File: config.mk
export PLATFORM = sky130hd
export DESIGN_NAME = dual_down_counter_flat
export DESIGN_NICKNAME = d
export VERILOG_FILES = /design/src/rtl/dual_down_counter_if.sv /design/src/rtl/dual_down_counter.sv /design/src/flat_wrapper.sv
export SDC_FILE = /design/constraint.sdc
export NUM_CORES = 1
export LEC_CHECK = 0
export ABC_AREA = 1
export BUFFER_PORTS_ARGS = -buffer_cell sky130_fd_sc_hd__buf_2
export CORE_MARGIN = 5
export CORE_UTILIZATION = 35
export CTS_BUF_LIST = sky130_fd_sc_hd__clkbuf_2
export DETAILED_ROUTE_END_ITERATION = 8
export GPL_TIMING_DRIVEN = 1
export HOLD_SLACK_MARGIN = 0.06
export MAX_ROUTING_LAYER = met4
export PLACE_DENSITY = 0.51
export SYNTH_ARGS = -nofsm -noshare
export SYNTH_HDL_FRONTEND = slang
export SYNTH_SLANG_ARGS = --single-unit
File: constraint.sdc
create_clock -name Clk -period 4.3 [get_ports Clk]
set_input_delay 0.645 -clock Clk [delete_from_list [all_inputs] [get_ports Clk]]
set_output_delay 0.645 -clock Clk [all_outputs]
set_load 0.03 [all_outputs]
File: src/rtl/dual_down_counter_if.sv
// Control and status bundle for dual_down_counter: channel select, load/ack/enable
// strobes and preset value in, per-channel counts and expiry flags out.
interface dual_down_counter_if;
  logic        Slt;
  logic        En;
  logic        Load;
  logic        Ack;
  logic [63:0] Din;
  logic [63:0] Output0;
  logic [63:0] Output1;
  logic        Zero0;
  logic        Zero1;
  logic        Irq;

  modport master (
    output Slt, En, Load, Ack, Din,
    input  Output0, Output1, Zero0, Zero1, Irq
  );

  modport slave (
    input  Slt, En, Load, Ack, Din,
    output Output0, Output1, Zero0, Zero1, Irq
  );
endinterface

File: src/rtl/dual_down_counter.sv
// Two 64-bit down counters sharing one command port; channel 1 counts once per
// four enabled cycles through a 2-bit prescaler. Expiry raises Zero0/Zero1 and Irq.
module dual_down_counter (
  input  logic              Clk,
  input  logic              Reset,
  dual_down_counter_if.slave bus
);

  typedef enum logic [1:0] {
    ST_IDLE    = 2'd0,
    ST_RUN     = 2'd1,
    ST_EXPIRED = 2'd2
  } state_e;

  logic [1:0][63:0] count_all;
  logic [1:0]       zero_all;

  for (genvar gi = 0; gi < 2; gi++) begin : g_ch
    localparam logic CH = 1'(gi);

    state_e      state_q, state_d;
    logic [63:0] count_q, count_d;
    logic        sel;
    logic        tick;

    assign sel = (bus.Slt == CH);

    // Decrements only when the channel's prescaler allows it (always for channel 0).
    always_comb begin
      state_d = state_q;
      count_d = count_q;
      if (sel && bus.Load) begin
        count_d = bus.Din;
        state_d = (bus.Din == 64'd0) ? ST_EXPIRED : ST_RUN;
      end else if (sel && bus.Ack) begin
        if (state_q == ST_EXPIRED) begin
          state_d = ST_IDLE;
        end
      end else if (sel && bus.En && (state_q == ST_RUN) && tick) begin
        count_d = count_q - 64'd1;
        if (count_q == 64'd1) begin
          state_d = ST_EXPIRED;
        end
      end
    end

    always_ff @(posedge Clk) begin
      if (Reset) begin
        state_q <= ST_IDLE;
        count_q <= 64'd0;
      end else begin
        state_q <= state_d;
        count_q <= count_d;
      end
    end

    if (gi == 1) begin : g_presc
      logic [1:0] presc_q, presc_d;

      // The wrap from 3 to 0 is the decrement cycle, which also leaves the
      // prescaler at 0 when the channel expires.
      always_comb begin
        presc_d = presc_q;
        if (sel && bus.Load) begin
          presc_d = 2'd0;
        end else if (sel && !bus.Ack && bus.En && (state_q == ST_RUN)) begin
          presc_d = presc_q + 2'd1;
        end
      end

      always_ff @(posedge Clk) begin
        if (Reset) begin
          presc_q <= 2'd0;
        end else begin
          presc_q <= presc_d;
        end
      end

      assign tick = (presc_q == 2'd3);
    end else begin : g_nopresc
      assign tick = 1'b1;
    end

    assign count_all[gi] = count_q;
    assign zero_all[gi]  = (state_q == ST_EXPIRED);
  end

  assign bus.Output0 = count_all[0];
  assign bus.Output1 = count_all[1];
  assign bus.Zero0   = zero_all[0];
  assign bus.Zero1   = zero_all[1];
  assign bus.Irq     = |zero_all;

endmodule
File: src/flat_wrapper.sv
// flat-port wrapper written by rule: the top's interface ports become plain ports
module dual_down_counter_flat 
  (Clk, Reset, bus_Slt, bus_En, bus_Load, bus_Ack, bus_Din, bus_Output0, bus_Output1, bus_Zero0, bus_Zero1, bus_Irq);
  dual_down_counter_if bus_i ();
  input  logic Clk;
  input  logic Reset;
  input wire logic [$bits(bus_i.Slt)-1:0] bus_Slt;
  input wire logic [$bits(bus_i.En)-1:0] bus_En;
  input wire logic [$bits(bus_i.Load)-1:0] bus_Load;
  input wire logic [$bits(bus_i.Ack)-1:0] bus_Ack;
  input wire logic [$bits(bus_i.Din)-1:0] bus_Din;
  output wire logic [$bits(bus_i.Output0)-1:0] bus_Output0;
  output wire logic [$bits(bus_i.Output1)-1:0] bus_Output1;
  output wire logic [$bits(bus_i.Zero0)-1:0] bus_Zero0;
  output wire logic [$bits(bus_i.Zero1)-1:0] bus_Zero1;
  output wire logic [$bits(bus_i.Irq)-1:0] bus_Irq;
  assign bus_i.Slt = bus_Slt;
  assign bus_i.En = bus_En;
  assign bus_i.Load = bus_Load;
  assign bus_i.Ack = bus_Ack;
  assign bus_i.Din = bus_Din;
  assign bus_Output0 = bus_i.Output0;
  assign bus_Output1 = bus_i.Output1;
  assign bus_Zero0 = bus_i.Zero0;
  assign bus_Zero1 = bus_i.Zero1;
  assign bus_Irq = bus_i.Irq;
  dual_down_counter u_core (.Clk(Clk), .Reset(Reset), .bus(bus_i));
endmodule
==> impl_metrics.env, run 1 <==
export IMPL_outcome="finished clean"
export IMPL_async_flop_share_pct=0
export IMPL_gp_congestion=0.942
export IMPL_syn_area_um2=9920
export IMPL_instances_no_fill=2336
export IMPL_synth_seq_cells=134
export IMPL_cp_arrival_ps=1670
export IMPL_clock_sinks=134
export IMPL_nets=2019
export IMPL_die_area_um2=31800
export IMPL_period_minus_slack_ps=2310
export IMPL_drive_above_1_share_pct=13.5
export IMPL_hold_class="input port to flop"
export IMPL_synthCells=1764
export IMPL_ir_drop_mv=0.137
export IMPL_whs_ps=149
export IMPL_dpl_cell_count=2302
export IMPL_viasPerCell=5.22
export IMPL_slowest_stage="dfxtp_1"
export IMPL_ys_seq_area_share_pct=27.0
export IMPL_crit_chain="inv_1 -> nor2_1 -> inv_1 -> nand2_1 -> buf_2"
export IMPL_first_iter_violations=1201
export IMPL_path_clk_slew_ps=290
export IMPL_worst_path_most_repeated_cell="inv_1"
export IMPL_synth_nets=1839
export IMPL_route_detailed_drc=0
export IMPL_grt_overflow_total=0
export IMPL_synth_edf_count=0
export IMPL_cts_buffer_depth=2
export IMPL_htreeDepth=4
export IMPL_drt_wl_total_um=46000
export IMPL_start_util_pct=35.6
export IMPL_swShare_pct=42.8
export IMPL_die_h_um=178
export IMPL_cp_required_ps=3650
export IMPL_antenna_found_initial=2
export IMPL_hold_violations=0
export IMPL_slew_viol_final=0
export IMPL_syn_to_final_growth_pct=16.3
export IMPL_numCtsBuffers=17
export IMPL_p_leak_nw=5.81
export IMPL_p_sw_w=0.00156
export IMPL_grt_pass1_wl_um=68400
export IMPL_worst_slew_pin_slew_ps=810
export IMPL_cts_root_buffer="clkbuf_2"
export IMPL_pre_cts_ws_ps=1670
export IMPL_synth_top_flop_cell="dfxtp_1"
export IMPL_cts_tree="built"
export IMPL_max_cap_violations=0
export IMPL_syn_area_per_cell_um2=5.62
export IMPL_drt_first_pass_iters=6
export IMPL_io_buffer_count=200
export IMPL_fmax_mhz=433
export IMPL_post_cts_resized=0
export IMPL_p_per_area_nw_per_um2=317
export IMPL_setup_viol_count_final=0
export IMPL_pwr_share_comb_pct=34.4
export IMPL_clock_skew_ps=83.7
export IMPL_crit_buf_inv=3
export IMPL_clock_power_share_pct=26.9
export IMPL_pwr_share_seq_pct=38.7
export IMPL_clk_latency_ps=770
export IMPL_vias=12204
export IMPL_rsz0062_at_grt="no"
export IMPL_maxSlewHeadroom_pct=45.9
export IMPL_grt_max_degree=66
export IMPL_synthDistinctLibCells=36
export IMPL_die_w_um=178
export IMPL_p_int_w=0.00209
export IMPL_criticalPathCategory="flop to output port"
export IMPL_core_area_um2=27900
export IMPL_critPathTopFamily="flip-flops"
export IMPL_antenna_left=0
export IMPL_slowest_delay_ps=400
export IMPL_grt_usage_pct=29.0
export IMPL_wl_per_cell_um=19.7
export IMPL_finalPower_w=0.00365
export IMPL_start_kind="flop"
export IMPL_finalSetupTns_ps=0
export IMPL_critPathMaxFanout=2
export IMPL_yosys_warnings=0
export IMPL_ios=201
export IMPL_fin_crit_sh_pct=53.7
export IMPL_end_kind="output port"
export IMPL_hpwl_um=36100
export IMPL_row_count=61
export IMPL_worst_slack_ps=1990
export IMPL_grt_pass1_vias=11338
## synth_stat cells (2+ instances only)
| cell type | number | area share, % |
|---|---|---|
| nand2_1 | 503 | 19 |
| nor2_1 | 355 | 13 |
| inv_1 | 225 | 8.5 |
| dfxtp_1 | 134 | 27 |
| nand3_1 | 124 | 6.3 |
| a21oi_1 | 101 | 5.1 |
| o21ai_0 | 61 | 3.1 |
| o22ai_1 | 52 | 3.3 |
| a31oi_1 | 37 | 2.3 |
| clkbuf_1 | 26 | 0.98 |
| nand4_1 | 25 | 1.6 |
| xor2_1 | 22 | 1.9 |
| xnor2_1 | 17 | 1.5 |
| buf_2 | 14 | 0.71 |
| nor2_2 | 9 | 0.57 |
| nor2_4 | 9 | 1.0 |
| buf_4 | 7 | 0.53 |
| nor3_1 | 7 | 0.35 |
| ha_1 | 5 | 0.63 |
| o211ai_1 | 5 | 0.38 |
| nand3b_1 | 4 | 0.30 |
| inv_2 | 3 | 0.11 |
| nand2_2 | 3 | 0.19 |
| a2bb2oi_1 | 2 | 0.18 |
| and3_1 | 2 | 0.13 |
| o221ai_1 | 2 | 0.18 |
## cell families (layout without fill, tap and decap cells)
family,after synthesis,count (layout),synth area share (%)
other,0,2,0
DFF,134,134,27.0
adders and majority gates,5,5,0.631
buffers and inverters,278,470,11.0
xor gates and xnor gates,39,39,3.44
and+or+nand+nor,1046,1046,43.2
AOI/OAI and AO/OA,262,262,14.6
## metal layers
metal	wire length, µm	vias to the layer above	global-route usage (%)
met5	0	-	-
met4	1020	0	7.96
met3	3020	54	3.31
met2	21500	483	47.1
met1	20500	5688	38.5
li1	-	5979	-
## through the flow
| step | util [%] | instance area [µm²] |
|---|---|---|
| 6_report | 41.4 | 11500 |
| 3_5_place_dp | 40.3 | 11200 |
| 2_1_floorplan | - | 9920 |
| 3_3_place_gp | 40.3 | 11200 |
| 5_1_grt | 41.4 | 11500 |
| 4_1_cts | 41.4 | 11500 |
## cell type report
type                    count  area (µm²)
fillers                  3225       16300
clock inverters            14         208
flip-flops and latches    134        2680
multi-input cells        1352        6150
well taps                 378         473
clock buffers              17        85.1
repair buffers            208        1070
inverters                 231         871
diodes                      2        5.00
## flip-flops by register name, indices dropped and copies added, names as in the netlist
name and cells:
u_core.g_ch.state_q 4, u_core.bus.Output0 64, u_core.g_ch.g_presc.presc_q 2, u_core.bus.Output1 64
## tightest hold or removal path, cell delays in order
cell	delay, ps
buf_2	120
nand2_1	70
a31oi_1	70
## final timing paths
kind	startpoint	cells past startpoint	slack [ps]	to
min	bus_Din[2]	3	150	u_core.bus.Output1[2]
min reg2reg	u_core.g_ch[1].g_presc.presc_q[1]	2	500	u_core.g_ch[1].g_presc.presc_q[1]
max reg2reg	u_core.bus.Output1[0]	11	2000	u_core.bus.Output1[40]
max	u_core.g_ch[0].state_q[1]	5	1990	bus_Irq
## layout by cell type, fill, tap and decap left out, types with 17 or more instances in the layout
| cell type | instances |
|---|---|
| o22ai_1 | 52 |
| xnor2_1 | 17 |
| o21ai_0 | 61 |
| buf_2 | 199 |
| nand3_1 | 124 |
| inv_1 | 225 |
| xor2_1 | 22 |
| a31oi_1 | 37 |
| nor2_1 | 355 |
| dfxtp_1 | 134 |
| nand4_1 | 25 |
| nand2_1 | 502 |
| a21oi_1 | 101 |
| clkbuf_2 | 17 |
## repair_timing
item | in CTS | in global routing
endpoints found under the hold margin | 0 | 1
setup buffers | 0 | 0
hold buffers | 0 | 1
## power by group through the flow
stage	logic [W]	clock network [W]	registers, W
final	0.00126	0.000981	0.00141
after global routing	0.00138	0.00105	0.00143
after CTS	0.00125	0.00100	0.00141
after detailed placement	0.00124	0	0.00144
after global placement	0.00124	0	0.00144
after floorplan	0.000736	0	0.00152
No activity file was read; power rests on OpenSTA's default activity.
==> run 2: changes to the inputs <==
--- a/config.mk
+++ b/config.mk
@@ -14,7 +14,7 @@
 export GPL_TIMING_DRIVEN = 1
 export HOLD_SLACK_MARGIN = 0.06
 export MAX_ROUTING_LAYER = met4
-export PLACE_DENSITY = 0.51
+export PLACE_DENSITY = 0.53
 export SYNTH_ARGS = -nofsm -noshare
 export SYNTH_HDL_FRONTEND = slang
 export SYNTH_SLANG_ARGS = --single-unit
==> constraint.sdc (replaced) <==
create_clock -name Clk -period 1.9 [get_ports Clk]
set_input_delay 0.285 -clock Clk [delete_from_list [all_inputs] [get_ports Clk]]
set_output_delay 0.285 -clock Clk [all_outputs]
set_load 0.03 [all_outputs]
==> impl_metrics.env, run 2 (synthesized netlist as in run 1, its figures left out) <==
export IMPL_numCtsBuffers=17
export IMPL_cts_buffer_depth=2
export IMPL_ir_drop_mv=0.303
export IMPL_p_per_area_nw_per_um2=640
export IMPL_fmax_mhz=556
export IMPL_antenna_left=0
export IMPL_whs_ps=146
export IMPL_core_area_um2=27900
export IMPL_criticalPathCategory="flop to output port"
export IMPL_mostFrequentLayoutCells="nand2_1, nor2_1, inv_1"
export IMPL_clock_power_share_pct=22.5
export IMPL_final_common_cell="nand2_1"
export IMPL_slowest_delay_ps=530
export IMPL_row_count=61
export IMPL_nets=2218
export IMPL_antenna_found_initial=4
export IMPL_slowest_stage="dfxtp_1"
export IMPL_route_detailed_drc=0
export IMPL_hp_start="bus_Din[35]"
export IMPL_die_w_um=178
export IMPL_drt_wl_total_um=49200
export IMPL_clock_sinks=134
export IMPL_cts_tree="built"
export IMPL_start_kind="flop"
export IMPL_end_kind="output port"
export IMPL_io_buffer_count=200
export IMPL_cts_root_buffer="clkbuf_2"
export IMPL_crit_buf_inv=1
export IMPL_finalPower_w=0.00864
export IMPL_pwr_share_comb_pct=40.6
export IMPL_crit_chain="buf_2"
export IMPL_drt_first_pass_iters=6
export IMPL_swShare_pct=43.2
export IMPL_hpwl_um=38400
export IMPL_p_sw_w=0.00373
export IMPL_grt_pass1_wl_um=73000
export IMPL_start_util_pct=35.6
export IMPL_grt_overflow_total=0
export IMPL_setup_viol_count_final=0
export IMPL_crit_start="u_core.bus.Output0[34]"
export IMPL_rsz0062_at_grt="yes"
export IMPL_timing_rr_start="u_core.bus.Output0[20]"
export IMPL_viasPerCell=5.19
export IMPL_pwr_share_seq_pct=36.9
export IMPL_ios=201
export IMPL_grt_usage_pct=31.1
export IMPL_cp_required_ps=1620
export IMPL_outcome="finished clean"
export IMPL_worst_slew_pin_slew_ps=518
export IMPL_cp_arrival_ps=1510
export IMPL_max_cap_violations=0
export IMPL_path_clk_slew_ps=240
export IMPL_first_iter_violations=1148
export IMPL_maxSlewHeadroom_pct=65.2
export IMPL_syn_to_final_growth_pct=36.2
export IMPL_die_h_um=178
export IMPL_die_area_um2=31800
export IMPL_finish_utilization_pct=48.5
export IMPL_critPathTopFamily="flip-flops"
export IMPL_p_int_w=0.00491
export IMPL_dpl_cell_area_um2=12400
export IMPL_p_leak_nw=6.80
export IMPL_grt_pass1_vias=12387
export IMPL_clk_latency_ps=740
export IMPL_critPathMaxFanout=6
export IMPL_n_fill_cell=3002
export IMPL_clock_skew_ps=54.5
export IMPL_finalInstanceArea_um2=13500
export IMPL_hold_violations=0
export IMPL_vias=13170
export IMPL_gp_congestion=0.964
export IMPL_slew_viol_final=0
export IMPL_fin_crit_sh_pct=94.7
export IMPL_hold_class="input port to flop"
export IMPL_wl_per_cell_um=19.4
export IMPL_grt_max_degree=50
export IMPL_htreeDepth=4
export IMPL_drive_above_1_share_pct=22.5
export IMPL_finalSetupTns_ps=0
export IMPL_period_minus_slack_ps=1800
run 2: cell types whose count changed in the layout (fill, tap and decap cells not counted), moves of 3 or more:
cell	delta
buf_12	+11
buf_2	-3
buf_4	+125
clkinvlp_4	+3
dfxtp_1	-31
dfxtp_2	+31
dlygate4sd3_1	+62
inv_1	-6
inv_2	+6
nand2_1	-4
nand2_2	+4
nor2_1	-37
nor2_2	+28
nor2_4	+10
run 2: layout make-up:
type	instances	area (µm²)	share of cell area (%)
tap	378	473	3.50
sequential	134	2720	20.1
antenna	3	7.51	0.0556
timing repair buffer	406	2860	21.2
multi-input combinational	1353	6330	46.9
clock buffer	17	85.1	0.630
clock inverter	14	161	1.19
inverter	231	871	6.44
run 2: layer usage:
layer,vias up,track usage [%],routed length (µm)
met3,119,4.32,3150
met2,540,49.9,22800
li1,6401,-,-
met1,6110,40.1,21200
met4,0,11.1,2050
met5,-,-,0
run 2: worst paths after layout:
check / endpoint / slack [ps] / cells after the start
worst max register to register: u_core.bus.Output0[44] / 110 / 10
worst min-delay path: u_core.bus.Output1[35] / 150 / 6
worst min register to register: u_core.g_ch[1].g_presc.presc_q[1] / 500 / 2
worst max-delay path: bus_Output0[34] / 100 / 1
run 2: power groups by stage:
stage,logic [W],clock network (W),registers (W)
after floorplan,0.00167,0,0.00344
after global placement,0.00325,0,0.00322
after detailed placement,0.00324,0,0.00322
after CTS,0.00337,0.00198,0.00317
after global routing,0.00382,0.00211,0.00321
final,0.00351,0.00195,0.00318
run 2: repair_timing:
item                       4_1_cts  5_1_grt
hold buffers                    63        0
gates cloned                     0        1
hold endpoints to repair       123        0
pin swaps                        0        9
buffers inserted                 0        4
resized for setup                8       91
setup endpoints to repair        4       86
run 2: stage by stage:
| step | worst slack [ps] | instances |
|---|---|---|
| CTS | -33.4 | 2528 |
| finish | 100 | 2536 |
| global route | -48.9 | 2535 |
| detailed placement | 46.2 | 2434 |
| global placement | 57.7 | 2434 |
| floorplan | 123 | 1764 |
